===== src/rtl/controlador_turnos.sv =====
// Tic-tac-toe turn controller: validates moves, keeps the 3x3 board, detects
// the winner or a draw one cycle after each accepted move, and tallies wins.
module controlador_turnos #(
  parameter int WIN_W = 4
) (
  input  logic             clk,
  input  logic             reset,
  input  logic             nuevo_juego,
  input  logic             mov_valido,
  input  logic [3:0]       mov_pos,
  output logic [1:0]       pos1,
  output logic [1:0]       pos2,
  output logic [1:0]       pos3,
  output logic [1:0]       pos4,
  output logic [1:0]       pos5,
  output logic [1:0]       pos6,
  output logic [1:0]       pos7,
  output logic [1:0]       pos8,
  output logic [1:0]       pos9,
  output logic             turno,
  output logic             mov_error,
  output logic             gana_x,
  output logic             gana_o,
  output logic             empate,
  output logic             fin_juego,
  output logic [3:0]       jugadas,
  output logic [WIN_W-1:0] victorias_x,
  output logic [WIN_W-1:0] victorias_o
);

  typedef enum logic [2:0] {
    TURNO_X,
    TURNO_O,
    EVALUA,
    GANA_X,
    GANA_O,
    EMPATE
  } state_t;

  localparam logic [1:0] VACIA = 2'b00;
  localparam logic [1:0] FICHA_X = 2'b01;
  localparam logic [1:0] FICHA_O = 2'b10;

  state_t     state, state_next;
  logic [1:0] board [9];
  logic       ultimo;        // last mover: 0 = X, 1 = O
  logic       en_turno;
  logic       pos_ok;
  logic       libre;
  logic       aceptar;
  logic       rechazar;
  logic       gana;
  logic       lleno;
  logic [1:0] ficha_mov;
  logic [1:0] ficha_ultimo;

  function automatic logic linea(input logic [1:0] a, input logic [1:0] b,
                                 input logic [1:0] c, input logic [1:0] s);
    return (a == s) && (b == s) && (c == s);
  endfunction

  // NOTE: every signal driven here gets a default first so no path leaves it
  // unassigned; otherwise synthesis would infer a latch to hold the old value.
  always_comb begin
    en_turno     = (state == TURNO_X) || (state == TURNO_O);
    pos_ok       = (mov_pos >= 4'd1) && (mov_pos <= 4'd9);
    libre        = 1'b0;
    lleno        = 1'b1;
    for (int i = 0; i < 9; i++) begin
      if (mov_pos == 4'(i + 1)) libre = (board[i] == VACIA);
      if (board[i] == VACIA) lleno = 1'b0;
    end
    aceptar      = en_turno && mov_valido && !nuevo_juego && pos_ok && libre;
    rechazar     = en_turno && mov_valido && !nuevo_juego && !(pos_ok && libre);
    ficha_mov    = (state == TURNO_O) ? FICHA_O : FICHA_X;
    ficha_ultimo = ultimo ? FICHA_O : FICHA_X;
    gana = linea(board[0], board[1], board[2], ficha_ultimo) ||
           linea(board[3], board[4], board[5], ficha_ultimo) ||
           linea(board[6], board[7], board[8], ficha_ultimo) ||
           linea(board[0], board[3], board[6], ficha_ultimo) ||
           linea(board[1], board[4], board[7], ficha_ultimo) ||
           linea(board[2], board[5], board[8], ficha_ultimo) ||
           linea(board[0], board[4], board[8], ficha_ultimo) ||
           linea(board[2], board[4], board[6], ficha_ultimo);

    state_next = state;
    if (nuevo_juego) begin
      state_next = TURNO_X;
    end else begin
      unique case (state)
        TURNO_X, TURNO_O: if (aceptar) state_next = EVALUA;
        // A win is checked before fullness so a ninth-move win beats a draw.
        EVALUA: begin
          if (gana)       state_next = ultimo ? GANA_O : GANA_X;
          else if (lleno) state_next = EMPATE;
          else            state_next = ultimo ? TURNO_X : TURNO_O;
        end
        default: state_next = state;
      endcase
    end
  end

  // NOTE: all state uses non-blocking assignments so every register samples
  // the pre-edge values, independent of statement order. The board is a
  // handful of flops, not a RAM, so it is cleared by reset like any register.
  always_ff @(posedge clk) begin
    if (reset) begin
      state       <= TURNO_X;
      ultimo      <= 1'b0;
      jugadas     <= 4'd0;
      mov_error   <= 1'b0;
      victorias_x <= '0;
      victorias_o <= '0;
      for (int i = 0; i < 9; i++) board[i] <= VACIA;
    end else begin
      state     <= state_next;
      mov_error <= rechazar;
      if (nuevo_juego) begin
        jugadas <= 4'd0;
        for (int i = 0; i < 9; i++) board[i] <= VACIA;
      end else if (aceptar) begin
        jugadas <= jugadas + 4'd1;
        ultimo  <= (state == TURNO_O);
        for (int i = 0; i < 9; i++)
          if (mov_pos == 4'(i + 1)) board[i] <= ficha_mov;
      end
      if (state == EVALUA && state_next == GANA_X && victorias_x != '1)
        victorias_x <= victorias_x + WIN_W'(1);
      if (state == EVALUA && state_next == GANA_O && victorias_o != '1)
        victorias_o <= victorias_o + WIN_W'(1);
    end
  end

  always_comb begin
    unique case (state)
      TURNO_X: turno = 1'b0;
      TURNO_O: turno = 1'b1;
      default: turno = ultimo;
    endcase
  end

  assign gana_x    = (state == GANA_X);
  assign gana_o    = (state == GANA_O);
  assign empate    = (state == EMPATE);
  assign fin_juego = gana_x | gana_o | empate;

  assign pos1 = board[0];
  assign pos2 = board[1];
  assign pos3 = board[2];
  assign pos4 = board[3];
  assign pos5 = board[4];
  assign pos6 = board[5];
  assign pos7 = board[6];
  assign pos8 = board[7];
  assign pos9 = board[8];

endmodule


===== config.mk =====
export PLATFORM = sky130hd
export DESIGN_NAME = controlador_turnos
export DESIGN_NICKNAME = d
export VERILOG_FILES = /design/src/rtl/controlador_turnos.sv
export SDC_FILE = /design/constraint.sdc
export NUM_CORES = 1
export LEC_CHECK = 0
export BUFFER_PORTS_ARGS = -buffer_cell sky130_fd_sc_hd__buf_2
export CAP_MARGIN = 5
export CORE_MARGIN = 2
export CORE_UTILIZATION = 50
export DETAILED_ROUTE_END_ITERATION = 8
export GPL_TIMING_DRIVEN = 0
export PLACE_DENSITY = 0.79
export SKIP_LAST_GASP = 1
export SLEW_MARGIN = 20
export SYNTH_ARGS = -nofsm -noshare
export SYNTH_HDL_FRONTEND = slang
export SYNTH_SLANG_ARGS = --single-unit

===== constraint.sdc =====
create_clock -name clk -period 2.9 [get_ports clk]
set_input_delay 0.145 -clock clk [delete_from_list [all_inputs] [get_ports clk]]
set_output_delay 0.145 -clock clk [all_outputs]
set_load 0.05 [all_outputs]

======== Word level (Yosys, flattened, before mapping) ========
Memories as Yosys holds them, arrays and structs flattened.
Index checks and enable logic that the tools add are counted.
word-level totals
  flip-flop bits (word level) ............. 17
  memories kept ........................... 1
  logic and storage cells ................. 206
  bits of input ports ..................... 8
  bits in writable memories ............... 18
operators by class
  order comparisons ....................... 2
  reductions and logical operators ........ 50
  $add $sub $neg .......................... 3
  mux-type cells .......................... 96
  equal/unequal tests ..................... 27
  bitwise gates (word level) .............. 21
memory list
  memory  depth  width  rd ports  clocked after memory_dff  write ports  line  RTL
  board   9      2      9         0                         9            45    logic [1:0] board [9];
operators with widths
  kind                   number
  $mux W1                69
  $mux W2                20
  $logic_and A1 B1 Y1    27
  $or A1 B1 Y1           20
  $eq A2 B2 Y1           9
  $logic_not A2 Y1       9
  $eq A4 B3 Y1 const B   4
  $mux W3                5
  $add A4 B1 Y4 const B  3
  $eq A3 B2 Y1 const B   3
  $eq A3 B3 Y1 const B   3
  $eq A4 B2 Y1 const B   2
  $eq A4 B4 Y1 const B   2
  $logic_or A1 B1 Y1     8
  $ne A4 B4 Y1 const B   2
  $pmux W3 S2            1
  $eq A4 B1 Y1 const B   1
  $ge A4 B1 Y1 const B   1
  $le A4 B4 Y1 const B   1
  $reduce_or A2 Y1       2
  $eq A3 B1 Y1 const B   1
  $logic_not A3 Y1       1
  $logic_not A1 Y1       2
  $pmux W1 S2            1
  other kinds (2)        2

======== Logic depth before layout (Yosys ltp) ========
  word-level depth ........................ 17
  depth in mapped cells ................... 10

======== Least setup slack after synthesis ========
OpenSTA, ideal clock, no wires.
  path type ............................... register -> register
  from .................................... memory board[0][0]
  to ...................................... register victorias_x[3]
  data arrival time ....................... 2507 ps
  path slack .............................. 323 ps
  clock period less this slack ............ 2577 ps
  stages on the path, launching flop included .. 9
  required time ........................... 2829 ps
  cells stage by stage .................... edfxtp_1 -> or3b_4 -> o22ai_2 -> o32ai_2 -> a41oi_1 -> o311ai_1 -> a221o_1 -> or3_1 -> a21oi_1
RTL lines
  what                  line  RTL
  from (decl)           45
  to (signal assigned)  128   victorias_x <= victorias_x + WIN_W'(1);
  to (decl)             27    output logic [WIN_W-1:0] victorias_x,

==> results.py <==
metrics = {
    "timing": {
        "tns_ns": 0,
        "worst_slack_ns": 0.281,
        "period_needed_ns": 2.62,
        "fmaxAchievable_mhz": 382,
        "rsz0062_at_grt": "no",
        "worstMarginPinSlew_ns": 0.745,
        "relSlewSlack_pct": 50.3,
        "hold_slack_ns": 0.207,
        "setup_violations": 0,
        "drv_slew": 0,
        "finalClockSkew_ns": 0.00458,
        "finalHoldViolCount": 0,
        "period_share_pct": 90.3,
    },
    "grt": {
        "grtUsageTotal_pct": 23.2,
        "grt_pass1_wl_mm": 7.73,
        "first_global_vias": 1646,
        "antenna_found_initial": 0,
        "grt_max_degree": 13,
        "grt-ovfl-total": 0,
    },
    "yosys": {
        "synth_edf_count": 18,
        "syn_avg_cell_area_um2": 9.31,
        "synth-main-ff-cell": "edfxtp_1",
        "netlist.area_leader.share_pct": 27.4,
        "synth_top_area_cell": "edfxtp_1",
        "synth.area.top_cells": "edfxtp_1 27%, dfxtp_1 17%, nor2_1 4.9%",
        "synthArstFlopShare_pct": 0,
        "synthCells": 212,
        "synth_area_um2": 1970,
        "synth_nets": 223,
        "synth.distinct_cells": 47,
        "ys_seq_area_share_pct": 44.6,
        "ys_seq_elements": 35,
        "yosys_warnings": 0,
    },
    "power_and_ir_drop": {
        "cellPowerDensity_nw_per_um2": 454,
        "switching_share_pct": 29.4,
        "power_frac_seq_pct": 52.0,
        "p_clk_share_pct": 33.4,
        "p_sw_w": 0.000311,
        "p_int_w": 0.000747,
        "p_leak_nw": 0.942,
        "pwr-share-comb_pct": 14.6,
        "p_total_w": 0.00106,
        "irDropWorstVdd_v": 0.000280,
    },
    "finish": {
        "regArea_um2": 881,
        "fin_cells": 310,
        "syn_to_final_growth_pct": 18.1,
        "fillers": 347,
        "nNetsFinal": 272,
        "drive_gt1_share_pct": 25.6,
        "multi_input_area_um2": 1040,
        "diodes": 0,
    },
    "die": {
        "core_area_um2": 3720,
        "dieArea_um2": 4460,
        "fp.dieW_um": 66.8,
        "start_util_pct": 53.1,
        "num_rows": 22,
        "pin_count": 44,
        "dieHeight_um": 66.8,
    },
    "critical_path": {
        "critPathLaunchType": "flip-flop",
        "crit_fanout": 5,
        "cp-end-kind": "flip-flop",
        "crit_arrival_ns": 2.84,
        "critPathMaxStageDelay_ns": 0.50,
        "worst_path_most_repeated_cell": "o22ai_1",
        "critPathKind": "reg2reg",
        "crit_buf_inv": 0,
        "cp_cell_sequence": "or3b_4 > o22ai_1 > o22ai_1 > nand4_1 > mux2i_1 > nand3_1 > or4_1 > a21oi_1",
        "cp.required_ns": 3.12,
        "critPathSlowestCell": "or4_1",
        "path_delay_family": "simple AND/OR/NAND/NOR gates",
    },
    "drt": {
        "vias_per_cell": 5.94,
        "wl_per_cell_um": 15.3,
        "postRouteAntennaNets": 0,
        "drt-total-wl_mm": 4.74,
        "dr.pass1.iters": 4,
        "drt_iter0_markers": 88,
        "vias": 1840,
        "drc": 0,
    },
    "clock_tree": {
        "numClockSinks": 35,
        "htreeDepth": 2,
        "clk_latency_ns": 0.29,
        "cts_hold_buffers": 0,
        "tritoncts": "done",
        "cts_resized": 0,
        "cts_setup_buffers": 0,
        "cts_buffers": 5,
        "clock_path_buffers": 2,
        "clockRootBuffer": "clkbuf_8",
        "clk_pin_slew_ns": 0.07,
    },
    "min_path": {
        "worst_hold_path_type": "in2reg",
    },
    "placement": {
        "dp_slack_ns": 0.313,
        "placed_cells": 302,
        "gp_congestion": 0.912,
        "dp_hpwl_mm": 3.56,
        "io_buffers": 42,
    },
    "run_status": {
        "outcome": "complete, no violations",
    },
    "flow_run": {
        "drv_cap": 0,
    },
}
[placed cells by master (no fill, tap or decap), types with 2 or more instances in the layout]
cell type   n
or3_1       4
o21ai_0    13
nand4_1     2
clkbuf_8    5
nand2b_1   15
a21oi_1     9
o22ai_2     2
nor3_1      6
buf_2      47
mux2_2      2
ha_1        3
nor2b_1     4
or3b_1      2
o31ai_1     4
o22ai_1    13
edfxtp_1   18
a31o_2      2
xor2_1      2
and2_1      2
a31oi_1     2
nand3b_1    5
o21a_1      2
nand2_1    11
inv_1       4
nand3_1     7
nor3b_1     5
nor2_1     26
dfxtp_1    17
mux2i_1     6
[worst register-to-register path: cells and delay by family (launching register included)]
| kind | cells | cell delay (ns) |
|---|---|---|
| mux | 1 | 0.35 |
| compound gates | 3 | 0.44 |
| flops | 1 | 0.47 |
| simple gates | 4 | 1.29 |
[cell usage after synthesis, types with 3 or more instances]
master	n
a21oi_1	9
buf_2	5
dfxtp_1	17
edfxtp_1	18
ha_1	3
inv_1	4
mux2i_1	6
nand2_1	11
nand2b_1	15
nand3_1	7
nand3b_1	5
nor2_1	26
nor2b_1	4
nor3_1	6
nor3b_1	5
o21ai_0	13
o22ai_1	13
o31ai_1	4
or3_1	4
[stage by stage]
stage	util (%)	cell area [µm²]
6_report	62.7	2330
5_1_grt	62.7	2330
4_1_cts	62.7	2330
3_5_place_dp	60.4	2240
3_3_place_gp	60.4	2240
2_1_floorplan	-	1970
[flip-flops by register name, summed over array words and instances (netlist names)]
register	count
victorias_o	4
ultimo	1
board	18
jugadas	4
state	3
victorias_x	4
mov_error	1
[power groups by stage]
stage | Combinational, W | Clock, W | Sequential, W
floorplan | 0.0000671 | 0 | 0.000607
global placement | 0.000151 | 0 | 0.000561
detailed placement | 0.000153 | 0 | 0.000561
CTS | 0.000154 | 0.000357 | 0.000550
global route | 0.000165 | 0.000383 | 0.000553
finish | 0.000155 | 0.000353 | 0.000551
[final timing paths]
| check | end | cells past startpoint | slack [ns] | startpoint |
|---|---|---|---|---|
| setup / recovery | victorias_o[3]$_SDFFE_PP0P_ | 8 | 0.28 | board[0][1]$_DFFE_PP_ |
| hold reg to reg | victorias_x[3]$_SDFFE_PP0P_ | 2 | 0.51 | victorias_x[3]$_SDFFE_PP0P_ |
| setup reg to reg | victorias_o[3]$_SDFFE_PP0P_ | 8 | 0.28 | board[0][1]$_DFFE_PP_ |
| hold / removal | jugadas[2]$_SDFFE_PP0N_ | 3 | 0.21 | nuevo_juego |
[cells by family (layout without fill, tap and decap cells)]
family          count (synthesis)  in the layout  share of synthesized area [%]
simple gates                   96             96                           26.6
compound gates                 55             55                           18.5
flops                          35             35                           44.6
buf+inv                        12             62                           2.79
mux                             8              8                           4.19
fa+ha+maj                       3              3                           1.90
xor+xnor                        3              3                           1.33
[cell type report]
type	count	area share [%]
Timing Repair Buffer	42	9.02
Buffer	7	1.56
Clock buffer	5	2.95
Sequential cell	35	37.8
Inverter	5	0.805
Tap cell	48	2.58
Clock inverter	3	0.805
Multi-Input combinational cell	165	44.5
[metal layers]
metal	track usage (%)	vias up	part of all wire [%]
li1	-	897	-
met1	30.4	869	44
met2	38.3	62	49
met3	4.56	12	5.8
met4	7.65	0	1.8
met5	0	-	0
Note: power is estimated with default switching activity, not from simulation.
